**src/rtl/spi_write_sequencer.sv**
```systemverilog
// ============================================================================
// spi_write_sequencer
// ----------------------------------------------------------------------------
// Serialises queued register commands into 16-bit SPI mode-0 frames
// {write, addr[6:0], data[7:0]} on SCLK/COPI/nCS. Commands are buffered in a
// first-word-fall-through FIFO. SCLK is paced from clk, and nCS is held high
// between frames so the peripheral can commit each frame.
//
// Parameters:
//   CLK_DIV    system clocks per SCLK half-period (2..255)
//   FIFO_DEPTH command FIFO entries, power of two (2..16)
//   CS_GAP     minimum clocks nCS stays high between frames (1..255)
//   MAX_ADDR   highest address a write command may target
//
// Ports:
//   clk          system clock
//   rst_n        synchronous active-low reset
//   cmd_valid    command offered
//   cmd_ready    command accepted when cmd_valid && cmd_ready
//   cmd_write    1 = write frame, 0 = read frame (data sent as 0x00)
//   cmd_addr     register address
//   cmd_data     write data
//   cmd_err      one-cycle pulse: write to an address above MAX_ADDR dropped
//   SCLK         SPI clock, idles low
//   COPI         serial data, MSB first
//   nCS          chip select, active low
//   busy         FIFO non-empty or a frame/gap in progress
//   frames_sent  completed frame count, wraps at 255
//
// Optional build macro:
//   SPI_SEQ_INIT_EN  after reset, write 0x00 to addresses 0..MAX_ADDR before
//                    accepting commands.
// ============================================================================
module spi_write_sequencer #(
    parameter int unsigned CLK_DIV    = 4,
    parameter int unsigned FIFO_DEPTH = 4,
    parameter int unsigned CS_GAP     = 8,
    parameter int unsigned MAX_ADDR   = 4
) (
    input  logic       clk,
    input  logic       rst_n,
    input  logic       cmd_valid,
    output logic       cmd_ready,
    input  logic       cmd_write,
    input  logic [6:0] cmd_addr,
    input  logic [7:0] cmd_data,
    output logic       cmd_err,
    output logic       SCLK,
    output logic       COPI,
    output logic       nCS,
    output logic       busy,
    output logic [7:0] frames_sent
);

    localparam int unsigned HW = $clog2(CLK_DIV + 1);
    localparam int unsigned GW = $clog2(CS_GAP + 1);
    localparam int unsigned AW = $clog2(FIFO_DEPTH);
    localparam int unsigned PW = AW + 1;

    localparam logic [HW-1:0] HALF_RELOAD = HW'(CLK_DIV - 1);
    localparam logic [GW-1:0] GAP_RELOAD  = GW'(CS_GAP - 1);
    localparam logic [PW-1:0] FULL_COUNT  = PW'(FIFO_DEPTH);
    localparam logic [6:0]    ADDR_MAX    = 7'(MAX_ADDR);

    localparam logic [2:0] ST_IDLE  = 3'd0;
    localparam logic [2:0] ST_SETUP = 3'd1;
    localparam logic [2:0] ST_SHIFT = 3'd2;
    localparam logic [2:0] ST_HOLD  = 3'd3;
    localparam logic [2:0] ST_GAP   = 3'd4;

    // State and output registers
    logic [2:0]    r_state;
    logic [HW-1:0] r_half;
    logic [GW-1:0] r_gap;
    logic [3:0]    r_bit;
    logic [15:0]   r_shift;
    logic          r_sclk;
    logic          r_copi;
    logic          r_ncs;
    logic [7:0]    r_frames;
    logic          r_busy;
    logic          r_err;
    logic          r_ready;

    // FIFO storage and wrap-bit pointers
    logic [15:0]   r_mem [FIFO_DEPTH];
    logic [PW-1:0] r_wr_ptr;
    logic [PW-1:0] r_rd_ptr;

    // Next-state and decode wires
    logic [2:0]    w_state_nxt;
    logic [HW-1:0] w_half_nxt;
    logic [GW-1:0] w_gap_nxt;
    logic [3:0]    w_bit_nxt;
    logic [15:0]   w_shift_nxt;
    logic          w_sclk_nxt;
    logic          w_copi_nxt;
    logic          w_ncs_nxt;
    logic [7:0]    w_frames_nxt;
    logic          w_busy_nxt;
    logic          w_ready_nxt;

    logic          w_hs;
    logic          w_reject;
    logic          w_push;
    logic          w_pop;
    logic          w_empty;
    logic [15:0]   w_head;
    logic [15:0]   w_frame_in;
    logic [15:0]   w_load_frame;
    logic [PW-1:0] w_wr_nxt;
    logic [PW-1:0] w_rd_nxt;
    logic [PW-1:0] w_count_nxt;

    logic          w_init_pending;
    logic          w_init_active_nxt;
    logic [15:0]   w_init_frame;

`ifdef SPI_SEQ_INIT_EN
    localparam logic READY_RST = 1'b0;

    logic       r_init_active;
    logic [6:0] r_init_addr;
    logic       w_init_step;

    // An init frame is retired when its gap finishes
    assign w_init_step = (r_state == ST_GAP) && (r_gap == '0);

    // Init sequence: one zero-write per address, ascending
    always_ff @(posedge clk) begin
        if (!rst_n) begin
            r_init_active <= 1'b1;
            r_init_addr   <= '0;
        end else if (w_init_step && r_init_active) begin
            if (r_init_addr == ADDR_MAX) begin
                r_init_active <= 1'b0;
            end else begin
                r_init_addr <= r_init_addr + 7'd1;
            end
        end
    end

    assign w_init_pending    = r_init_active;
    assign w_init_frame      = {1'b1, r_init_addr, 8'h00};
    assign w_init_active_nxt = r_init_active &&
                               !(w_init_step && (r_init_addr == ADDR_MAX));
`else
    localparam logic READY_RST = 1'b1;

    assign w_init_pending    = 1'b0;
    assign w_init_frame      = 16'h0000;
    assign w_init_active_nxt = 1'b0;
`endif

    // Input handshake: out-of-range writes are consumed but never queued
    assign w_hs       = cmd_valid && r_ready;
    assign w_reject   = w_hs && cmd_write && (cmd_addr > ADDR_MAX);
    assign w_push     = w_hs && !w_reject;
    assign w_frame_in = {cmd_write, cmd_addr, (cmd_write ? cmd_data : 8'h00)};

    // FIFO status and pointer update
    assign w_empty      = (r_wr_ptr == r_rd_ptr);
    assign w_head       = r_mem[r_rd_ptr[AW-1:0]];
    assign w_load_frame = w_init_pending ? w_init_frame : w_head;
    assign w_wr_nxt     = w_push ? (r_wr_ptr + PW'(1)) : r_wr_ptr;
    assign w_rd_nxt     = w_pop  ? (r_rd_ptr + PW'(1)) : r_rd_ptr;
    assign w_count_nxt  = w_wr_nxt - w_rd_nxt;

    // Status outputs registered from next-cycle occupancy and state
    assign w_busy_nxt  = (w_count_nxt != '0) || (w_state_nxt != ST_IDLE) ||
                         w_init_active_nxt;
    assign w_ready_nxt = (w_count_nxt != FULL_COUNT) && !w_init_active_nxt;

    // Frame sequencing and pin generation
    always_comb begin
        w_state_nxt  = r_state;
        w_half_nxt   = r_half;
        w_gap_nxt    = r_gap;
        w_bit_nxt    = r_bit;
        w_shift_nxt  = r_shift;
        w_sclk_nxt   = r_sclk;
        w_copi_nxt   = r_copi;
        w_ncs_nxt    = r_ncs;
        w_frames_nxt = r_frames;
        w_pop        = 1'b0;

        case (r_state)
            ST_IDLE: begin
                if (w_init_pending || !w_empty) begin
                    w_pop       = !w_init_pending;
                    w_shift_nxt = w_load_frame;
                    w_state_nxt = ST_SETUP;
                    w_half_nxt  = HALF_RELOAD;
                    w_ncs_nxt   = 1'b0;
                    w_sclk_nxt  = 1'b0;
                    w_copi_nxt  = w_load_frame[15];
                end
            end

            ST_SETUP: begin
                if (r_half == '0) begin
                    w_state_nxt = ST_SHIFT;
                    w_half_nxt  = HALF_RELOAD;
                    w_sclk_nxt  = 1'b1;
                    w_bit_nxt   = 4'd15;
                end else begin
                    w_half_nxt = r_half - HW'(1);
                end
            end

            ST_SHIFT: begin
                if (r_half != '0) begin
                    w_half_nxt = r_half - HW'(1);
                end else if (r_sclk) begin
                    // Falling edge: present the next bit. Zeros shift in, so
                    // the fall after bit 0 drives COPI low for HOLD.
                    w_sclk_nxt  = 1'b0;
                    w_half_nxt  = HALF_RELOAD;
                    w_shift_nxt = {r_shift[14:0], 1'b0};
                    w_copi_nxt  = r_shift[14];
                end else if (r_bit == 4'd0) begin
                    w_state_nxt = ST_HOLD;
                    w_half_nxt  = HALF_RELOAD;
                    w_copi_nxt  = 1'b0;
                end else begin
                    w_bit_nxt  = r_bit - 4'd1;
                    w_sclk_nxt = 1'b1;
                    w_half_nxt = HALF_RELOAD;
                end
            end

            ST_HOLD: begin
                if (r_half == '0) begin
                    w_state_nxt  = ST_GAP;
                    w_gap_nxt    = GAP_RELOAD;
                    w_ncs_nxt    = 1'b1;
                    w_sclk_nxt   = 1'b0;
                    w_copi_nxt   = 1'b0;
                    w_frames_nxt = r_frames + 8'd1;
                end else begin
                    w_half_nxt = r_half - HW'(1);
                end
            end

            ST_GAP: begin
                if (r_gap == '0) begin
                    w_state_nxt = ST_IDLE;
                end else begin
                    w_gap_nxt = r_gap - GW'(1);
                end
            end

            default: begin
                w_state_nxt = ST_IDLE;
                w_ncs_nxt   = 1'b1;
                w_sclk_nxt  = 1'b0;
                w_copi_nxt  = 1'b0;
            end
        endcase
    end

    // State, pointer and output registers
    always_ff @(posedge clk) begin
        if (!rst_n) begin
            r_state  <= ST_IDLE;
            r_half   <= '0;
            r_gap    <= '0;
            r_bit    <= '0;
            r_shift  <= '0;
            r_sclk   <= 1'b0;
            r_copi   <= 1'b0;
            r_ncs    <= 1'b1;
            r_frames <= '0;
            r_busy   <= 1'b0;
            r_err    <= 1'b0;
            r_ready  <= READY_RST;
            r_wr_ptr <= '0;
            r_rd_ptr <= '0;
        end else begin
            r_state  <= w_state_nxt;
            r_half   <= w_half_nxt;
            r_gap    <= w_gap_nxt;
            r_bit    <= w_bit_nxt;
            r_shift  <= w_shift_nxt;
            r_sclk   <= w_sclk_nxt;
            r_copi   <= w_copi_nxt;
            r_ncs    <= w_ncs_nxt;
            r_frames <= w_frames_nxt;
            r_busy   <= w_busy_nxt;
            r_err    <= w_reject;
            r_ready  <= w_ready_nxt;
            r_wr_ptr <= w_wr_nxt;
            r_rd_ptr <= w_rd_nxt;
        end
    end

    // FIFO storage write
    always_ff @(posedge clk) begin
        if (rst_n && w_push) begin
            r_mem[r_wr_ptr[AW-1:0]] <= w_frame_in;
        end
    end

    assign cmd_ready   = r_ready;
    assign cmd_err     = r_err;
    assign SCLK        = r_sclk;
    assign COPI        = r_copi;
    assign nCS         = r_ncs;
    assign busy        = r_busy;
    assign frames_sent = r_frames;

endmodule

```
**config.mk**
```make
export PLATFORM = sky130hd
export DESIGN_NAME = spi_write_sequencer
export DESIGN_NICKNAME = d
export VERILOG_FILES = /design/src/rtl/spi_write_sequencer.sv
export SDC_FILE = /design/constraint.sdc
export NUM_CORES = 1
export LEC_CHECK = 0
export ABC_CLOCK_PERIOD_IN_PS = 2900
export CAP_MARGIN = 0
export CORE_AREA = 2 2 115 89
export CTS_CLUSTER_SIZE = 30
export DETAILED_ROUTE_END_ITERATION = 8
export DIE_AREA = 0 0 117 91
export PLACE_DENSITY = 0.84
export SYNTH_ARGS = -nofsm -noshare
export SYNTH_HDL_FRONTEND = slang
export SYNTH_SLANG_ARGS = --single-unit
```
**constraint.sdc**
```tcl
create_clock -name clk -period 2.9 [get_ports clk]
set_clock_uncertainty 0.05 [all_clocks]
set_input_delay 0.29 -clock clk [delete_from_list [all_inputs] [get_ports clk]]
set_output_delay 0.29 -clock clk [all_outputs]
set_load 0.05 [all_outputs]
```
Word level (Yosys, flattened, before mapping)
Memory sizes are Yosys's and may differ from the RTL's. A register that Yosys moved wholly into a read port is not among the register bits.
Cells that the tools add are included.
- flip-flop bits (word level): 49
- latch bits: 0
- RAM bits: 64
- memory bits (read-only): 0
- input port bits: 19
- output and inout bits: 14
- word-level logic and storage cells: 116
- memories: 1
- add/subtract/negate cells: 7
- multiply operators: 0
- div/mod/pow operators: 0
- magnitude comparators: 1
- eq/ne operators: 16
- shifts and indexed selects: 0
- mux-type cells: 46
- bitwise gates (word level): 3
- reduce and logical (&&, ||, !) cells: 28
- memory list (memory ; depth ; bits a word ; read ports ; clocked after memory_dff ; write ports ; line ; text):
    r_mem ; 4 ; 16 ; 1 ; 1 ; 1 ; 86 ; logic [15:0] r_mem [FIFO_DEPTH];
- operators by type and width (operator ; number):
    15-bit 2-to-1 mux ; 3
    3-bit 2-to-1 mux ; 13
    15-bit one-hot mux with 2 select lines ; 1
    4-bit 2-to-1 mux ; 6
    2-bit != test (second input constant) ; 9
    4-bit one-hot mux with 2 select lines ; 2
    3-bit one-hot mux with 5 select lines ; 1
    5-bit AND reduction ; 3
    1-bit 2-to-1 mux ; 14
    3-bit one-hot mux with 4 select lines ; 1
    3-bit AND reduction ; 3
    3-bit nonzero test ; 3
    8-bit by 1-bit adder with 8-bit output (second input constant) ; 1
    4-bit logical NOT ; 2
    8-bit 2-to-1 mux ; 1
    4-bit by 1-bit subtractor with 4-bit output (second input constant) ; 2
    7-bit by 3-bit > comparator with 1-bit output (second input constant) ; 1
    3-bit by 1-bit adder with 3-bit output (second input constant) ; 2
    3-bit by 2-bit == test with 1-bit output (second input constant) ; 2
    3-bit logical NOT ; 2
    3-bit != test (second input constant) ; 2
    2-bit nonzero test ; 3
    1-bit logical AND ; 5
    1-bit one-hot mux with 5 select lines ; 1
    other kinds (16) ; 18

Depth between registers and ports, before layout
- depth after elaboration: 9
- gate-level depth with buffers: 10
- depth with buffers taken out: 10

Least setup slack after synthesis
OpenSTA, ideal clock, no wires.
- path type: in2reg
- start: input cmd_addr[6]
- end: register r_ready, in the netlist cmd_ready
- setup time: 120 ps
- arrival time: 2817 ps
- required time: 2730 ps
- setup slack: -87 ps
- stages: 10
- path buffers: 0
- cells stage by stage: nor4_1 > a21boi_0 > nor2_1 > mux2_2 > ha_1 > nor2b_1 > or3_1 > a211o_1 > a21o_1 > a211o_1
- word-level cells in the longest chain between the ends: 7
- RTL lines (element ; line ; text):
    from (decl) ; 45 ; input logic [6:0] cmd_addr,
    7-bit by 3-bit > comparator with 1-bit output ; 157 ; assign w_reject = w_hs && cmd_write && (cmd_addr > ADDR_MAX);
    1-bit logical AND ; 157 ;
    1-bit logical NOT ; 158 ; assign w_push = w_hs && !w_reject;
    1-bit logical AND ; 158 ;
    3-bit 2-to-1 mux ; 165 ; assign w_wr_nxt = w_push ? (r_wr_ptr + PW'(1)) : r_wr_ptr;
    net w_wr_nxt[1] ; 111 ; logic [PW-1:0] w_wr_nxt;
    3-bit subtractor ; 167 ; assign w_count_nxt = w_wr_nxt - w_rd_nxt;
    3-bit != test ; 172 ; assign w_ready_nxt = (w_count_nxt != FULL_COUNT) && !w_init_active_nxt;
    to (signal assigned) ; 291 ; r_ready <= w_ready_nxt;
    to (decl) ; 83 ; logic r_ready;
The timed path passes the listed nets, and every way through them passes these cells.
A chain may end at the register's enable or synchronous reset.

Worst setup path after layout
- start: register r_rd_ptr[2]
- end: register r_ready, in the netlist cmd_ready
- word-level cells in the longest chain between the ends: 6
- elaborated cells on any way between the ends: 7
- classes of those cells: add/sub: 2; eq/ne: 2; mux: 3
- RTL lines (element ; line ; text):
    from (decl) ; 88 ; logic [PW-1:0] r_rd_ptr;
    from (signal assigned) ; 293 ; r_rd_ptr <= w_rd_nxt;
    3-bit == test ; 162 ; assign w_empty = (r_wr_ptr == r_rd_ptr);
    1-bit 2-to-1 mux ; 189 ; if (w_init_pending || !w_empty) begin
    1-bit 2-to-1 mux ; 187 ; case (r_state)
    3-bit 2-to-1 mux (*) ; 166 ; assign w_rd_nxt = w_pop ? (r_rd_ptr + PW'(1)) : r_rd_ptr;
    3-bit subtractor (*) ; 167 ;
    3-bit != test (*) ; 172 ;
Every way passes the cells marked *; elsewhere a longest branch is shown, timed or not.

==> reports/results.ini <==
[outcome]
outcome = complete, no violations

[die]
rows = 31
initial_core_util = 0.519
pin_count = 33
die_w_um = 117
die_h_um = 91
coreArea_um2 = 9500
design.die.area_um2 = 10600

[hold_path]
hold_class = in -> reg

[grt]
grt-busiest-layer = met2
met2_usage = 0.352
antenna_found_initial = 0
grt_first_pass_wirelength_mm = 16.7
grt-ovfl-total = 0
met3_usage = 0.0694
grt_pass1_vias = 3287
grtUsageTotal = 0.212
grt_use_met1 = 0.262
grt_max_degree = 35

[worst_setup_path]
critPathLaunchType = flip-flop
crit_type = reg -> reg
crit_arrival_ps = 3090
critPathRequiredTime_ps = 3150
cp-end-kind = flip-flop
r2r_setup_slack_ps = 60
critPathMaxFanout = 3

[sta]
relSlewSlack = 0.608
finalHoldViolations = 0
setup_violations = 0
slew_violations = 0
fin_crit_sh = 0.981
layout_min_cycle_time_ps = 2840
finalSetupTns_ps = 0
worst_slew_pin_slew_ps = 588
rsz0062_at_grt = yes
fmax_mhz = 352

[yosys]
yosys.area.top_type = edfxtp_1
ys_warn_count = 0
synth-edff-count = 64
synthCells = 364
synth_area_leaders = edfxtp_1 39%, dfxtp_1 20%, mux4_2 5.9%
synthesis.area_um2 = 4930
synth.distinct_cells = 52
synth.top_cell.area_share = 0.389
postSynth.asyncResetShare = 0
ys_seq_area_frac = 0.588
synth_seq_cells = 113
syn-num-nets = 395
synth_area_per_cell_um2 = 13.6
yosys_most_used_dff = edfxtp_1

[layout]
antenna_cells = 0
layout.nets = 457
multi_input_area_um2 = 1970
area_growth_pct = 25.6
fillers = 633
layout.area.seq_um2 = 2910
layout-drive-gt1-share = 0.248

[route]
firstDrtPassIters = 7
vias = 3197
remaining_drc_errors = 0
routedWlPerCell_um = 18.2
drt-vias-per-instance = 5.60
drt-initial-drc-count = 316
postRouteWirelength_mm = 10.4
ant_nets = 0

[placed_design]
gp_congestion = 0.779
place_hpwl_mm = 6.31
io_buffers = 32

[power_and_ir_drop]
total_power_mw = 5.70
cellPowerDensity_nw_per_um2 = 919
power_leakage_nw = 2.23
irDropWorstVdd_v = 0.000530

[cts]
clk_latency_ps = 410
cts-root-buf = clkbuf_16
cts.clk_slew.worst_paths_ps = 60
clock-sinks = 113
cts_buffer_depth = 2
numCtsBuffers = 17
h-tree-depth = 4
tritoncts = done

[flow_run]
max_cap_viol_count = 0

[sequential cells by signal, summed over array words and instances (netlist names), 3 cells and up]
| register | flops |
|---|---|
| frames_sent | 8 |
| r_gap | 4 |
| r_shift | 15 |
| r_bit | 4 |
| r_mem | 64 |
| r_half | 3 |
| r_rd_ptr | 3 |
| r_wr_ptr | 3 |
| r_state | 3 |
[layout by cell type, fill, tap and decap left out, types with 5 or more instances in the layout]
cell type	instances
clkdlybuf4s50_1	28
and3_1	7
mux2i_1	16
dfxtp_1	42
xor2_1	10
xnor2_1	5
nor2_1	36
ha_1	10
a21oi_1	9
nand2_1	10
inv_1	10
and2_1	13
clkbuf_16	17
nor3_1	8
nand3_1	6
buf_4	28
dfxtp_2	6
a211oi_1	9
edfxtp_1	64
o21ai_0	5
a211oi_2	11
mux4_2	13
[stage by stage]
stage               area, um2  utilization  instances  setup slack [ps]  hold slack, ps
floorplan                4950            -        364              13.5             339
global placement         5550        0.584        537              -439             404
detailed placement       5550        0.584        537              -556             407
CTS                      6160        0.648        570              4.85             244
global route             6200        0.652        571             -27.5             262
finish                   6200        0.652        571              56.1             261
[worst max-delay path: stages (launching register included)]
cell and delay [ps]:
dfxtp_2 350, xor2_4 200, o31ai_4 350, mux2i_4 330, ha_4 230, nor2b_4 130, or3_4 340, a211o_1 290
a21o_1 180, a211o_1 250
[synth_stat cells, types with 3 or more instances]
library cell,count
a211oi_1,9
a211oi_2,11
a21o_1,4
a21oi_1,9
and2_1,13
and3_1,7
buf_2,7
buf_6,3
clkbuf_1,7
dfxtp_1,49
edfxtp_1,64
ha_1,12
inv_1,10
mux2i_1,17
mux4_1,3
mux4_2,13
nand2_1,10
nand3_1,6
nand4_1,4
nor2_1,37
nor2b_1,4
nor3_1,8
o21ai_0,5
xnor2_1,5
xor2_1,12
[timing repair]
item | 4_1_cts | 5_1_grt
setup endpoints to repair | 1 | 2
hold buffers | 0 | 0
setup buffers | 1 | 1
resized for setup | 14 | 9
pin swaps | 7 | 6
[final cells by class]
cell class / instances / area share
tap: 132 / 0.0266
clock buffer: 20 / 0.0721
clock inverter: 12 / 0.0176
multi-input combinational: 222 / 0.318
sequential: 113 / 0.470
timing repair buffer: 62 / 0.0898
inverter: 10 / 0.00606
[report_power, final]
group	internal (mW)	switching (mW)	total (mW)
sequential	1.87	0.113	1.98
clock	1.20	0.742	1.94
combinational	0.771	1.01	1.78
total	3.84	1.86	5.70
[final timing paths]
path | start | cells past startpoint | end
max reg2reg | r_rd_ptr[2]$_SDFF_PN0_ | 9 | cmd_ready$_SDFF_PN1_
min | cmd_addr[4] | 1 | r_mem[0][12]$_DFFE_PP_
max | r_rd_ptr[2]$_SDFF_PN0_ | 9 | cmd_ready$_SDFF_PN1_
min reg2reg | r_half[0]$_SDFFE_PN0P_ | 1 | r_half[0]$_SDFFE_PN0P_
[kinds of logic (layout without fill, tap and decap cells)]
group / after synthesis / after routing / synth area share
AOI/OAI and AO/OA: 56 / 56 / 0.0979
xor gates and xnor gates: 18 / 18 / 0.0335
adders and majority gates: 12 / 12 / 0.0304
buffers and inverters: 29 / 104 / 0.0299
DFF: 113 / 113 / 0.588
muxes: 34 / 34 / 0.112
and+or+nand+nor: 102 / 102 / 0.108
[per-layer routing]
metal,wire length [um],part of all wire,vias up
li1,-,-,1501
met1,4420,0.43,1583
met2,5290,0.51,94
met3,472,0.045,19
met4,204,0.020,0
met5,0,0,-
Note: power is estimated with default switching activity, not from simulation.
